## src/rtl/am_pkg.sv

```systemverilog
// Shared AM datapath definitions: sample format, control states and output saturation.
// Used by both the demodulator and the modulator path.
package am_pkg;

    localparam int AM_SAMPLE_W = 12;
    localparam int AM_WIDE_W   = 20;

    typedef enum logic [1:0] {
        IDLE   = 2'd0,
        SETTLE = 2'd1,
        RUN    = 2'd2
    } am_state_e;

    localparam logic signed [AM_WIDE_W-1:0] AM_SAT_HI = 20'sd2047;
    localparam logic signed [AM_WIDE_W-1:0] AM_SAT_LO = -20'sd2048;

    function automatic logic signed [AM_SAMPLE_W-1:0] sat12(input logic signed [AM_WIDE_W-1:0] x);
        logic signed [AM_SAMPLE_W-1:0] y;
        if (x > AM_SAT_HI) begin
            y = 12'sh7ff;
        end else if (x < AM_SAT_LO) begin
            y = 12'sh800;
        end else begin
            y = x[AM_SAMPLE_W-1:0];
        end
        return y;
    endfunction

    // |x| with the most negative code folded onto full scale so it stays in 11 bits.
    function automatic logic [AM_SAMPLE_W-1:0] abs_sat(input logic signed [AM_SAMPLE_W-1:0] x);
        logic [AM_SAMPLE_W-1:0] y;
        if (x == 12'sh800) begin
            y = 12'h7ff;
        end else if (x < 0) begin
            y = AM_SAMPLE_W'(-x);
        end else begin
            y = x;
        end
        return y;
    endfunction

endpackage

```

## src/rtl/am_iir_lp.sv

```systemverilog
// One-pole low-pass: acc += din - acc/2^SHIFT, output acc/2^SHIFT; updates only on upd.
// Latency 1 cycle from upd to new output; no backpressure, clr empties the accumulator.
module am_iir_lp #(
    parameter int IN_W  = 12,
    parameter int SHIFT = 4
) (
    input  logic            clk,
    input  logic            rst_n,
    input  logic            clr,
    input  logic            upd,
    input  logic [IN_W-1:0] din,
    output logic [IN_W-1:0] dout
);

    localparam int ACC_W = IN_W + SHIFT;

    logic [ACC_W-1:0] acc;

    // Steady state is din * 2^SHIFT, so the unsigned accumulator never overflows.
    always_ff @(posedge clk) begin
        if (!rst_n || clr) begin
            acc <= '0;
        end else if (upd) begin
            acc <= acc + ACC_W'(din) - (acc >> SHIFT);
        end
    end

    assign dout = acc[ACC_W-1:SHIFT];

endmodule

```

## src/rtl/am_demodulator.sv

```systemverilog
// AM envelope demodulator: rectify, envelope low-pass, DC removal with lock indication.
// Latency 3 cycles valid-in to valid-out; no backpressure, i_enable low flushes everything.
module am_demodulator
    import am_pkg::*;
#(
    parameter int ENV_SHIFT = 4,
    parameter int DC_SHIFT  = 10,
    parameter int OUT_SHIFT = 1
) (
    input  logic                   i_clk,
    input  logic                   i_rst_n,
    input  logic                   i_enable,
    input  logic                   i_valid,
    input  logic [AM_SAMPLE_W-1:0] i_amSignal,
    output logic [AM_SAMPLE_W-1:0] o_baseband,
    output logic                   o_valid,
    output logic                   o_locked
);

    localparam int CNT_W = DC_SHIFT + 1;
    localparam logic [CNT_W-1:0] SETTLE_N = {1'b1, {DC_SHIFT{1'b0}}};

    am_state_e state;
    am_state_e state_nxt;

    logic [CNT_W-1:0]       settle_cnt;
    logic                   clr;
    logic                   acc_vld;
    logic [AM_SAMPLE_W-1:0] rect;
    logic                   s1_vld;
    logic                   s2_vld;
    logic [AM_SAMPLE_W-1:0] env;
    logic [AM_SAMPLE_W-1:0] dc;
    logic signed [AM_WIDE_W-1:0] diff_w;

    assign clr     = !i_enable;
    assign acc_vld = i_valid && i_enable;

    always_ff @(posedge i_clk) begin
        if (!i_rst_n) begin
            state <= IDLE;
        end else begin
            state <= state_nxt;
        end
    end

    always_comb begin
        state_nxt = state;
        o_locked  = 1'b0;
        case (state)
            IDLE: begin
                if (i_enable) begin
                    state_nxt = SETTLE;
                end
            end
            SETTLE: begin
                if (settle_cnt == SETTLE_N) begin
                    state_nxt = RUN;
                end
            end
            RUN: begin
                o_locked = 1'b1;
            end
            default: begin
                state_nxt = IDLE;
            end
        endcase
        if (!i_enable) begin
            state_nxt = IDLE;
        end
    end

    // Counts samples accepted while settling; holds at full scale rather than wrapping.
    always_ff @(posedge i_clk) begin
        if (!i_rst_n || clr) begin
            settle_cnt <= '0;
        end else if (state == SETTLE && i_valid && settle_cnt != SETTLE_N) begin
            settle_cnt <= settle_cnt + CNT_W'(1);
        end
    end

    always_ff @(posedge i_clk) begin
        if (!i_rst_n || clr) begin
            rect   <= '0;
            s1_vld <= 1'b0;
        end else begin
            s1_vld <= acc_vld;
            if (acc_vld) begin
                rect <= abs_sat(i_amSignal);
            end
        end
    end

    am_iir_lp #(
        .IN_W  (AM_SAMPLE_W),
        .SHIFT (ENV_SHIFT)
    ) u_env_lp (
        .clk   (i_clk),
        .rst_n (i_rst_n),
        .clr   (clr),
        .upd   (s1_vld),
        .din   (rect),
        .dout  (env)
    );

    always_ff @(posedge i_clk) begin
        if (!i_rst_n || clr) begin
            s2_vld <= 1'b0;
        end else begin
            s2_vld <= s1_vld;
        end
    end

    // The DC tracker updates on the same edge the output is formed, so the
    // subtraction below sees the pre-update dc estimate.
    am_iir_lp #(
        .IN_W  (AM_SAMPLE_W),
        .SHIFT (DC_SHIFT)
    ) u_dc_lp (
        .clk   (i_clk),
        .rst_n (i_rst_n),
        .clr   (clr),
        .upd   (s2_vld),
        .din   (env),
        .dout  (dc)
    );

    assign diff_w = $signed(AM_WIDE_W'(env) - AM_WIDE_W'(dc)) <<< OUT_SHIFT;

    always_ff @(posedge i_clk) begin
        if (!i_rst_n || clr) begin
            o_baseband <= '0;
            o_valid    <= 1'b0;
        end else begin
            o_valid <= s2_vld;
            if (s2_vld) begin
                o_baseband <= sat12(diff_w);
            end
        end
    end

endmodule

```

## config.mk

```make
export PLATFORM = sky130hd
export DESIGN_NAME = am_demodulator
export DESIGN_NICKNAME = d
export VERILOG_FILES = /design/src/rtl/am_pkg.sv /design/src/rtl/am_iir_lp.sv /design/src/rtl/am_demodulator.sv
export SDC_FILE = /design/constraint.sdc
export NUM_CORES = 1
export LEC_CHECK = 0
export ABC_AREA = 1
export CORE_ASPECT_RATIO = 2
export CORE_UTILIZATION = 45
export DETAILED_ROUTE_END_ITERATION = 6
export PLACE_DENSITY_LB_ADDON = 0.3
export SETUP_SLACK_MARGIN = 0.05
export SLEW_MARGIN = 20
export SYNTH_ARGS = -nofsm -noshare
export SYNTH_HDL_FRONTEND = slang
export SYNTH_SLANG_ARGS = --single-unit
```

## constraint.sdc

```tcl
create_clock -name i_clk -period 2.61 [get_ports i_clk]
set_clock_uncertainty 0.15 [all_clocks]
set_input_delay 0.522 -clock i_clk [delete_from_list [all_inputs] [get_ports i_clk]]
set_output_delay 0.522 -clock i_clk [all_outputs]
set_load 0.02 [all_outputs]
```

==> reports/results.txt, run 1 <==
hold_buf cts = 0
post-route minimum period = 2.544 ns
cell with the most instances after synthesis = inv_1
r2r worst-path depth = 12
hold_sp = u_env_lp.acc[0]
io pins = 30
I/O Buffers = 29
drt wl/cell = 16.11 um
worst r2r dst = u_env_lp.acc[12]
CP Data Required Time = 2.70 ns
die height = 175.3 um
Startpoint Class = register
Placed Instance Area = 7875 um^2
Internal Dissipation = 2.552 mW
Cells after DPL = 1,337
Reg power frac = 30.2%
area of the core = 14,740 um^2
worst path cell trace = buf_4 -> fa_1 -> inv_2 -> fa_2 -> nand3_2 -> nand3_2 -> buf_4 -> nand3_1 -> nand3_1 -> xor2_1 -> o21ai_0 -> inv_1
CTS buffer count = 9
Row Count = 63
largest net degree at the start of global routing = 39
die width = 88.65 um
Routed Antenna Nets = 0
CTS Sinks = 78
FF+latch count, synth = 78
Slew Viols, Final = 0
Routability Congestion = 0.9377
reg2reg start = u_env_lp.acc[5]
Mapped Cells = 1,045
Total Routing Usage GR = 29.03%
commonest cells in the netlist = inv_1, nand2_1, a21oi_1
Crit Path Category = reg2reg
post-DP HPWL = 16,780 um
relative slew slack = 55.84%
vias in the first global route = 6,971
worst-skew pair later-pin latency = 0.35 ns
crit-path max cell delay = 0.50 ns
Reg clk slew, reported paths = 0.06 ns
Area Overhead vs Synth = 33.86%
WP buf/inv = 4
status = finished, final reports clean
Netlist cell types = 36
Yosys warnings = 0
Least-Margin Pin Slew = 0.6617 ns
initial DRC count = 360
Antenna Cells = 0
syn_nets = 1,139
fin util = 61.37%
Layout Nets = 1,262
final hold vios = 0
post-synth top area share = 23.11%
setup slack, reg-to-reg = 0.07 ns
Setup crit end kind = register
mapped cell area = 6758 um^2
drt total wl = 22,040 um
worst hold path depth = 2
Area contributors post-synth = dfxtp_1, inv_1, nand2_1, ha_1, a21oi_1
Comb power frac = 40.0%
CP Max Fanout = 3
DRC = 0
critical path's top delay family = adder cells
Worst VDD drop = 0.4349 mV
Hold WC Path Type = reg2reg
grt total ovfl = 0
Initial Util = 45.85%
f_max = 393.1 MHz
Sw Pwr = 1.509 mW
Avg Inst Size Synth = 6.467 um^2
share of layout cells above drive strength 1 = 25.49%
die footprint = 15,540 um^2
CTS max path bufs = 2
unrepaired setup endpoints after global routing = true
CTS tree = yes
Final setup viols = 0
First-pass DRT Iterations = 5
Final Cycle Share = 97.47%
final cell count without fillers = 1,368
antenna violations before repair = 0
CP max stage cell = fa_1
Finished Cell Area = 9046 um^2
Power Dens Cells = 448.9 nW/um^2
ys flop type = dfxtp_1
worst hold slack = 0.3073 ns
vias per cell = 5.243
Max Cap Violations = 0
H-Tree Depth = 3
crit path DAT = 2.63 ns
register area share after synthesis = 23.11%
Final TNS setup = 0 ns
clock network power share = 29.8%
Leakage = 4.406 nW
detailed-route via count = 7,172
Filler Cells Inserted = 1,344
hold endpoint = u_env_lp.acc[0]
Yosys top cell by area = dfxtp_1
Post-synth EDFFs = 0
Sw Ratio = 37.15%
root buffer cell = clkbuf_16
ys async rst share = 0%
global-route wire length before repair = 33,580 um
[power groups by stage]
stage	logic [mW]	clock network, mW	registers [mW]
global route	1.77	1.28	1.23
global placement	1.25	0	1.25
finish	1.63	1.21	1.23
detailed placement	1.26	0	1.25
CTS	1.36	1.23	1.23
floorplan	0.821	0	1.25
[how the worst max path moves through the flow]
stage	startpoint	end	slack, ns	cells after the start
global route	u_dc_lp.acc[0]	u_dc_lp.acc[10]	-0.05	15
CTS	u_env_lp.acc[6]	u_env_lp.acc[13]	0.02	12
global placement	u_dc_lp.acc[11]	u_dc_lp.acc[19]	-0.15	13
floorplan	u_env_lp.acc[5]	u_dc_lp.acc[16]	0.07	13
detailed placement	u_env_lp.acc[6]	u_env_lp.acc[13]	-0.17	12
finish	u_env_lp.acc[5]	u_env_lp.acc[12]	0.07	12
[worst register-to-register path, stage by stage (launching register included)]
cell and delay (ns):
dfxtp_2 0.32, buf_4 0.13, fa_1 0.50, inv_2 0.05, fa_2 0.37, nand3_2 0.08
nand3_2 0.10, buf_4 0.16, nand3_1 0.07, nand3_1 0.10, xor2_1 0.16, o21ai_0 0.16
inv_1 0.06
[flip-flops by register name, summed over array words and instances (netlist names)]
register,cells
u_dc_lp.acc,22
u_env_lp.acc,16
o_baseband,12
rect,12
settle_cnt,11
state,2
o_valid,1
s1_vld,1
s2_vld,1
[placed cells by master (no fill, tap or decap), types with 23 or more instances in the layout]
| master | n |
|---|---|
| clkdlybuf4s50_1 | 29 |
| buf_4 | 102 |
| nand2_1 | 162 |
| a21oi_1 | 99 |
| inv_1 | 203 |
| o21ai_0 | 57 |
| ha_1 | 31 |
| nand2_2 | 37 |
| nor2_1 | 67 |
| fa_1 | 23 |
| dfxtp_1 | 58 |
| nand3_1 | 43 |
[cell type report]
cell class / instances / area, um^2 / area share [%]
Clock buffer: 10 / 229.0 / 2.531
Tap cell: 195 / 244.0 / 2.697
Clock inverter: 6 / 46.29 / 0.5118
Sequential cell: 78 / 1589 / 17.57
Timing Repair Buffer: 134 / 1090 / 12.05
Multi-Input combinational cell: 717 / 4987 / 55.13
Inverter: 228 / 860.8 / 9.516
[per-layer routing]
metal  global-route usage (%)  up-vias  part of all wire, %
li1                         -     3566                    -
met1                    26.57     3316                   34
met2                    54.26      197                   54
met3                    3.524       93                  2.6
met4                    23.79        0                  9.3
met5                        0        -                    0
[stage by stage]
stage	total power, mW	setup slack, ns
2_1_floorplan	2.073	0.06610
3_3_place_gp	2.498	-0.1526
3_5_place_dp	2.509	-0.1741
4_1_cts	3.815	0.02324
5_1_grt	4.277	-0.04923
6_report	4.061	0.06604
[cell families (layout without fill, tap and decap cells)]
group	Yosys count	after routing	synth area share [%]
AND/OR/NAND/NOR	391	391	24.68
adder cells (fa/ha/maj)	78	78	17.22
flip-flops	78	78	23.11
AO/OA/AOI/OAI	215	215	16.65
buffers and inverters	250	378	14.07
XOR/XNOR	33	33	4.277
[timing repair]
action                                  CTS  global route
setup buffers                             6             9
pin swaps                                 9            77
gates resized for setup                  55           162
endpoints found under the setup margin   36            41
cloned                                    0             0
Note: power is estimated with default switching activity, not from simulation.
==> run 2, diff against run 1 <==
--- a/config.mk
+++ b/config.mk
@@ -5,7 +5,6 @@
 export SDC_FILE = /design/constraint.sdc
 export NUM_CORES = 1
 export LEC_CHECK = 0
-export ABC_AREA = 1
 export CORE_ASPECT_RATIO = 2
 export CORE_UTILIZATION = 45
 export DETAILED_ROUTE_END_ITERATION = 6
==> reports/results.txt, run 2 <==
status = finished with violations (was finished, final reports clean)
failing checks = design-rule violations, negative setup slack
H-Tree Depth = 3 (unchanged)
Placed Instance Area = 7850 um^2 (was 7875 um^2)
Setup crit end kind = register (unchanged)
Initial Util = 45.94% (was 45.85%)
worst hold path depth = 1 (was 2)
Least-Margin Pin Slew = 0.9089 ns (was 0.6617 ns)
Final setup viols = 38 (was 0)
worst path cell trace = inv_4 -> fa_2 -> buf_4 -> buf_6 -> fa_2 -> nor2b_2 -> o21ai_2 -> a21boi_2 -> o211ai_1 -> a21oi_2 -> buf_4 -> nor3_2 -> or3_1 -> o311ai_0 (was buf_4 -> fa_1 -> inv_2 -> fa_2 -> nand3_2 -> nand3_2 -> buf_4 -> nand3_1 -> nand3_1 -> xor2_1 -> o21ai_0 -> inv_1)
Area Overhead vs Synth = 43.07% (was 33.86%)
Detail Route met2 WL = 10,650 um (was 11,940 um)
FF+latch count, synth = 78 (unchanged)
top flop regs = u_dc_lp.acc: 22 flops, u_env_lp.acc: 16 flops (unchanged)
unrepaired setup endpoints after global routing = true (unchanged)
DRC = 2 (was 0)
die width = 84.82 um (was 88.65 um)
drt total wl = 18,650 um (was 22,040 um)
grt total ovfl = 0 (unchanged)
Post-synth EDFFs = 0 (unchanged)
xor/xnor cell area share of the yosys netlist = 6.952% (was 4.277%)
hold_sp = state[1] (was u_env_lp.acc[0])
max reg flops = 22 (unchanged)
worst hold slack = 0.3181 ns (was 0.3073 ns)
final hold vios = 0 (unchanged)
WL met1 = 6340 um (was 7467 um)
CP Data Required Time = 2.70 ns (about the same)
antenna violations before repair = 0 (unchanged)
Tot Pwr = 4.753 mW (was 4.061 mW)
Mapped Cells = 750 (was 1,045)
Adder-Cell Fraction of Synth Area = 18.85% (was 17.22%)
Total Routing Usage GR = 26.51% (was 29.03%)
Slew Viols, Final = 0 (unchanged)
Routed Antenna Nets = 0 (unchanged)
Top Layer Used = met4 (unchanged)
CTS Sinks = 78 (unchanged)
Reg power frac = 25.9% (was 30.2%)
setup slack, reg-to-reg = -0.51 ns (was 0.07 ns)
Reg clk slew, reported paths = 0.07 ns (was 0.06 ns)
Area contributors post-synth = dfxtp_1, ha_1, fa_1, inv_1, xnor2_1 (was dfxtp_1, inv_1, nand2_1, ha_1, a21oi_1)
commonest cells in the netlist = inv_1, dfxtp_1, nor2_1 (was inv_1, nand2_1, a21oi_1)
Final Cycle Share = 119.4% (was 97.47%)
CTS tree = yes (unchanged)
Avg Inst Size Synth = 8.231 um^2 (was 6.467 um^2)
r2r worst-path depth = 14 (was 12)
commonest non-fill, non-tap cell in the layout = buf_4 (was inv_1)
Layout Nets = 1,022 (was 1,262)
Startpoint Class = register (unchanged)
crit path DAT = 3.21 ns (was 2.63 ns)
syn_nets = 844 (was 1,139)
post-DP HPWL = 14,190 um (was 16,780 um)
f_max = 320.9 MHz (was 393.1 MHz)
area of the core = 13,440 um^2 (was 14,740 um^2)
post-route minimum period = 3.116 ns (was 2.544 ns)
WL met3 = 341 um (was 580 um)
vias in the first global route = 6,410 (was 6,971)
Sw Ratio = 33.42% (was 37.15%)
root buffer cell = clkbuf_16 (unchanged)
worst-skew pair later-pin latency = 0.35 ns (about the same)
mapped cell area = 6173 um^2 (was 6758 um^2)
Max Cap Violations = 0 (unchanged)
Leakage = 3.691 nW (was 4.406 nW)
ys async rst share = 0% (unchanged)
Netlist cell types = 65 (was 36)
post-synth top area share = 25.29% (was 23.11%)
Routability Congestion = 0.9131 (was 0.9377)
hold_buf cts = 0 (unchanged)
main combinational cell family by area after synthesis = adder cells (was simple AND/OR/NAND/NOR gates)
register area share after synthesis = 25.29% (was 23.11%)
pre-CTS WS = -0.4901 ns (was -0.1741 ns)
global-route wire length before repair = 29,420 um (was 33,580 um)
Compound-Gate Fraction of Synth Area = 18.46% (was 16.65%)
Finished Cell Area = 8832 um^2 (was 9046 um^2)
CTS max path bufs = 2 (unchanged)
crit-path max cell delay = 0.47 ns (was 0.50 ns)
Crit Path Category = reg2reg (unchanged)
share of layout cells above drive strength 1 = 34.19% (was 25.49%)
Sw Pwr = 1.589 mW (was 1.509 mW)
Power Dens Cells = 538.2 nW/um^2 (was 448.9 nW/um^2)
die height = 167.6 um (was 175.3 um)
final cell count without fillers = 1,088 (was 1,368)
I/O Buffers = 29 (unchanged)
detailed-route via count = 6,015 (was 7,172)
clock network power share = 29.8% (about the same)
Cells after DPL = 1,049 (was 1,337)
most frequent cells in the layout = buf_4, inv_1, nor2_1 (was inv_1, nand2_1, buf_4)
simple-gate share of the synthesized area = 17.17% (was 24.68%)
drt wl/cell = 17.15 um (was 16.11 um)
die footprint = 14,220 um^2 (was 15,540 um^2)
hold endpoint = state[0] (was u_env_lp.acc[0])
Yosys top cell by area = dfxtp_1 (unchanged)
Worst VDD drop = 0.3897 mV (was 0.4349 mV)
relative slew slack = 39.12% (was 55.84%)
largest reg by FF count = u_dc_lp.acc (unchanged)
CP Max Fanout = 3 (unchanged)
CTS buffer count = 9 (unchanged)
Row Count = 60 (was 63)
Yosys warnings = 0 (unchanged)
Filler Cells Inserted = 1,097 (was 1,344)
Hold WC Path Type = reg2reg (unchanged)
Antenna Cells = 0 (unchanged)
CP max stage cell = fa_2 (was fa_1)
Final WS setup = -0.5064 ns (was 0.06604 ns)
cell with the most instances after synthesis = inv_1 (unchanged)
reg2reg start = u_env_lp.acc[5] (unchanged)
First-pass DRT Iterations = 6 (was 5)
io pins = 30 (unchanged)
initial DRC count = 204 (was 360)
worst r2r dst = u_dc_lp.acc[18] (was u_env_lp.acc[12])
Comb power frac = 44.3% (was 40.0%)
vias per cell = 5.528 (was 5.243)
Internal Dissipation = 3.165 mW (was 2.552 mW)
largest net degree at the start of global routing = 29 (was 39)
mux share of post-synthesis cell area = 4.925% (was 0%)
ys flop type = dfxtp_1 (unchanged)
[run 2: worst max path at each step]
stage	startpoint	endpoint	slack, ns	depth (start not counted)
floorplan	rect[1]	u_env_lp.acc[15]	-0.21	12
CTS	u_env_lp.acc[5]	u_dc_lp.acc[21]	-0.44	12
global placement	rect[1]	u_env_lp.acc[15]	-0.43	12
global route	u_env_lp.acc[5]	u_dc_lp.acc[16]	-0.58	15
detailed placement	u_env_lp.acc[5]	u_dc_lp.acc[21]	-0.49	12
finish	u_env_lp.acc[5]	u_dc_lp.acc[18]	-0.51	14
[run 2: logic make-up after synthesis]
family / count (synthesis)
fa+ha+maj: 78
simple gates: 208
mux: 30
buf+inv: 135
compound gates: 172
flops: 78
xor+xnor: 49
[run 2: critical path: cells and delay by family, from the launching register on]
kind,cells,cell delay [ns]
AOI/OAI and AO/OA,5,0.70
buffers and inverters,4,0.47
adders and majority gates,2,0.82
and+or+nand+nor,3,0.51
DFF,1,0.36
[run 2: power by group through the flow]
stage	logic (mW)	clock network, mW	registers [mW]
2_1_floorplan	1.12	0	1.26
3_3_place_gp	1.63	0	1.26
3_5_place_dp	1.67	0	1.26
4_1_cts	1.95	1.43	1.23
5_1_grt	2.26	1.49	1.24
6_report	2.11	1.41	1.23
[run 2: layout make-up]
cell class	count	area, um^2	share of cell area [%]
clock buffers	10	239.0	2.706
clock inverters	6	92.59	1.048
inverters	112	432.9	4.902
multi-input cells	539	4742	53.69
flip-flops and latches	78	1605	18.18
well taps	155	193.9	2.196
repair buffers	188	1526	17.28
[run 2: what timing repair did]
item	in CTS	in global routing
pin swaps	70	52
gates resized for setup	71	47
setup buffers	13	11
endpoints found under the setup margin	38	41
cloned	1	1
[run 2: metal layers]
layer,track usage [%],vias up
li1,-,2930
met1,23.11,2913
met2,52.60,119
met3,3.450,53
met4,20.12,0
met5,0,-
[run 2: metrics by stage]
step,TNS (ns),utilization (%)
after CTS,-9.091,63.94
after floorplan,-1.526,-
after global routing,-14.98,65.73
final,-11.04,65.73
after detailed placement,-11.61,58.42
after global placement,-9.825,58.42
==> run 3, diff against run 2 <==
--- a/config.mk
+++ b/config.mk
@@ -9,7 +9,7 @@
 export CORE_UTILIZATION = 45
 export DETAILED_ROUTE_END_ITERATION = 6
 export PLACE_DENSITY_LB_ADDON = 0.3
-export SETUP_SLACK_MARGIN = 0.05
+export SETUP_SLACK_MARGIN = 0.5
 export SLEW_MARGIN = 20
 export SYNTH_ARGS = -nofsm -noshare
 export SYNTH_HDL_FRONTEND = slang
==> reports/results.txt, run 3 (synthesized netlist as in run 2, its figures left out) <==
detailed-route via count = 6,175 (was 6,015)
Placed Instance Area = 7841 um^2 (was 7850 um^2)
pre-CTS WS = -0.4721 ns (was -0.4901 ns)
CP max stage cell = fa_1 (was fa_2)
CP most frequent cell = o211ai_1
vias in the first global route = 6,495 (was 6,410)
First-pass DRT Iterations = 7 (was 6)
crit path DAT = 3.11 ns (was 3.21 ns)
failing checks = design-rule violations, negative setup slack (unchanged)
Routability Congestion = 0.9236 (was 0.9131)
CTS Sinks = 78 (unchanged)
io pins = 30 (unchanged)
die width = 84.82 um (unchanged)
worst r2r dst = u_dc_lp.acc[21] (was u_dc_lp.acc[18])
reg2reg start = u_env_lp.acc[9] (was u_env_lp.acc[5])
root buffer cell = clkbuf_16 (unchanged)
Leakage = 3.743 nW (was 3.691 nW)
Final setup viols = 36 (was 38)
Reg clk slew, reported paths = 0.07 ns (about the same)
CTS buffer count = 9 (unchanged)
Max Cap Violations = 0 (unchanged)
die height = 167.6 um (unchanged)
drt total wl = 19,420 um (was 18,650 um)
H-Tree Depth = 3 (unchanged)
grt total ovfl = 0 (unchanged)
drt wl/cell = 17.88 um (was 17.15 um)
post-route minimum period = 3.036 ns (was 3.116 ns)
Worst VDD drop = 0.3418 mV (was 0.3897 mV)
Row Count = 60 (unchanged)
crit-path max cell delay = 0.55 ns (was 0.47 ns)
CTS tree = yes (unchanged)
die footprint = 14,220 um^2 (unchanged)
most frequent cells in the layout = buf_4, inv_1, dfxtp_1 (was buf_4, inv_1, nor2_1)
fin util = 66.32% (was 65.73%)
Slew Viols, Final = 0 (unchanged)
critical path's top delay family = compound AO/OA/AOI/OAI gates (was adder cells)
Final WS setup = -0.4265 ns (was -0.5064 ns)
share of layout cells above drive strength 1 = 36.09% (was 34.19%)
antenna violations before repair = 0 (unchanged)
relative slew slack = 47.69% (was 39.12%)
Finished Cell Area = 8912 um^2 (was 8832 um^2)
Area Overhead vs Synth = 44.37% (was 43.07%)
Least-Margin Pin Slew = 0.7846 ns (was 0.9089 ns)
max reg flops = 22 (unchanged)
worst path cell trace = inv_2 -> fa_1 -> inv_1 -> ha_4 -> o21ai_2 -> o2bb2ai_4 -> a211o_1 -> a211oi_2 -> o211ai_1 -> and4_1 -> o211ai_1 -> o31ai_1 (was inv_4 -> fa_2 -> buf_4 -> buf_6 -> fa_2 -> nor2b_2 -> o21ai_2 -> a21boi_2 -> o211ai_1 -> a21oi_2 -> buf_4 -> nor3_2 -> or3_1 -> o311ai_0)
unrepaired setup endpoints after global routing = true (unchanged)
Layout Nets = 1,020 (was 1,022)
worst-skew pair later-pin latency = 0.35 ns (about the same)
DRC = 2 (unchanged)
Final TNS setup = -9.662 ns (was -11.04 ns)
global-route wire length before repair = 30,380 um (was 29,420 um)
status = finished with violations (unchanged)
hold_sp = state[1] (unchanged)
initial DRC count = 269 (was 204)
top flop regs = u_dc_lp.acc: 22 flops, u_env_lp.acc: 16 flops (unchanged)
CP Data Required Time = 2.69 ns (was 2.70 ns)
r2r worst-path depth = 12 (was 14)
Antenna Cells = 0 (unchanged)
hold endpoint = state[0] (unchanged)
area of the core = 13,440 um^2 (unchanged)
largest reg by FF count = u_dc_lp.acc (unchanged)
Initial Util = 45.94% (unchanged)
Total Routing Usage GR = 27.67% (was 26.51%)
final hold vios = 0 (unchanged)
commonest non-fill, non-tap cell in the layout = buf_4 (unchanged)
CTS max path bufs = 2 (unchanged)
WP buf/inv = 2 (was 4)
worst hold slack = 0.3103 ns (was 0.3181 ns)
worst hold path depth = 1 (unchanged)
Power Dens Cells = 517.9 nW/um^2 (was 538.2 nW/um^2)
Hold WC Path Type = reg2reg (unchanged)
Final Cycle Share = 116.3% (was 119.4%)
f_max = 329.3 MHz (was 320.9 MHz)
I/O Buffers = 29 (unchanged)
post-DP HPWL = 14,400 um (was 14,190 um)
Setup crit end kind = register (unchanged)
Startpoint Class = register (unchanged)
vias per cell = 5.686 (was 5.528)
setup slack, reg-to-reg = -0.43 ns (was -0.51 ns)
CP Max Fanout = 3 (unchanged)
largest net degree at the start of global routing = 37 (was 29)
Routed Antenna Nets = 0 (unchanged)
Crit Path Category = reg2reg (unchanged)
==> run 3: area by class of cell <==
class                           instances  area (um^2)
Clock inverter                          7        57.56
Inverter                              112        430.4
Multi-Input combinational cell        539         4851
Timing Repair Buffer                  186         1554
Clock buffer                            9        225.2
Sequential cell                        78         1600
Tap cell                              155        193.9
Fill cell                            1016         4526
==> run 3: timing repair <==
item	in CTS	in global routing
buffers inserted	12	12
setup endpoints to repair	58	48
pin swaps	57	57
gates resized for setup	80	58
gates cloned	2	0
hold buffers	0	0
==> run 3: metal layers <==
metal,vias up,global-route usage (%),wire length [um]
met5,-,0,0
met4,0,24.39,1831
met3,99,3.401,408
met2,151,54.12,10870
met1,2993,23.50,6317
li1,2932,-,-
==> run 3: power by group <==
part	switching, mW	total (mW)	internal [mW]
Combinational	1.06	2.17	1.11
Clock	0.560	1.21	0.654
Sequential	0.0236	1.23	1.21
Total	1.64	4.62	2.98
==> run 3: worst max-delay path by stage <==
stage                       endpoint  slack (ns)  depth (start not counted)       startpoint
global placement    u_env_lp.acc[15]       -0.43                         12          rect[1]
global route         u_dc_lp.acc[21]       -0.53                         12   u_dc_lp.acc[3]
detailed placement   u_dc_lp.acc[21]       -0.47                         12  u_env_lp.acc[7]
finish               u_dc_lp.acc[21]       -0.43                         12  u_env_lp.acc[9]
CTS                  u_dc_lp.acc[21]       -0.43                         12  u_env_lp.acc[5]
floorplan           u_env_lp.acc[15]       -0.20                         12          rect[1]
==> run 3: through the flow <==
stage,instances,power [mW]
final,1086,4.616
after global routing,1086,4.840
after CTS,1074,4.418
after detailed placement,1044,2.937
after global placement,1044,2.895
after floorplan,750,2.403
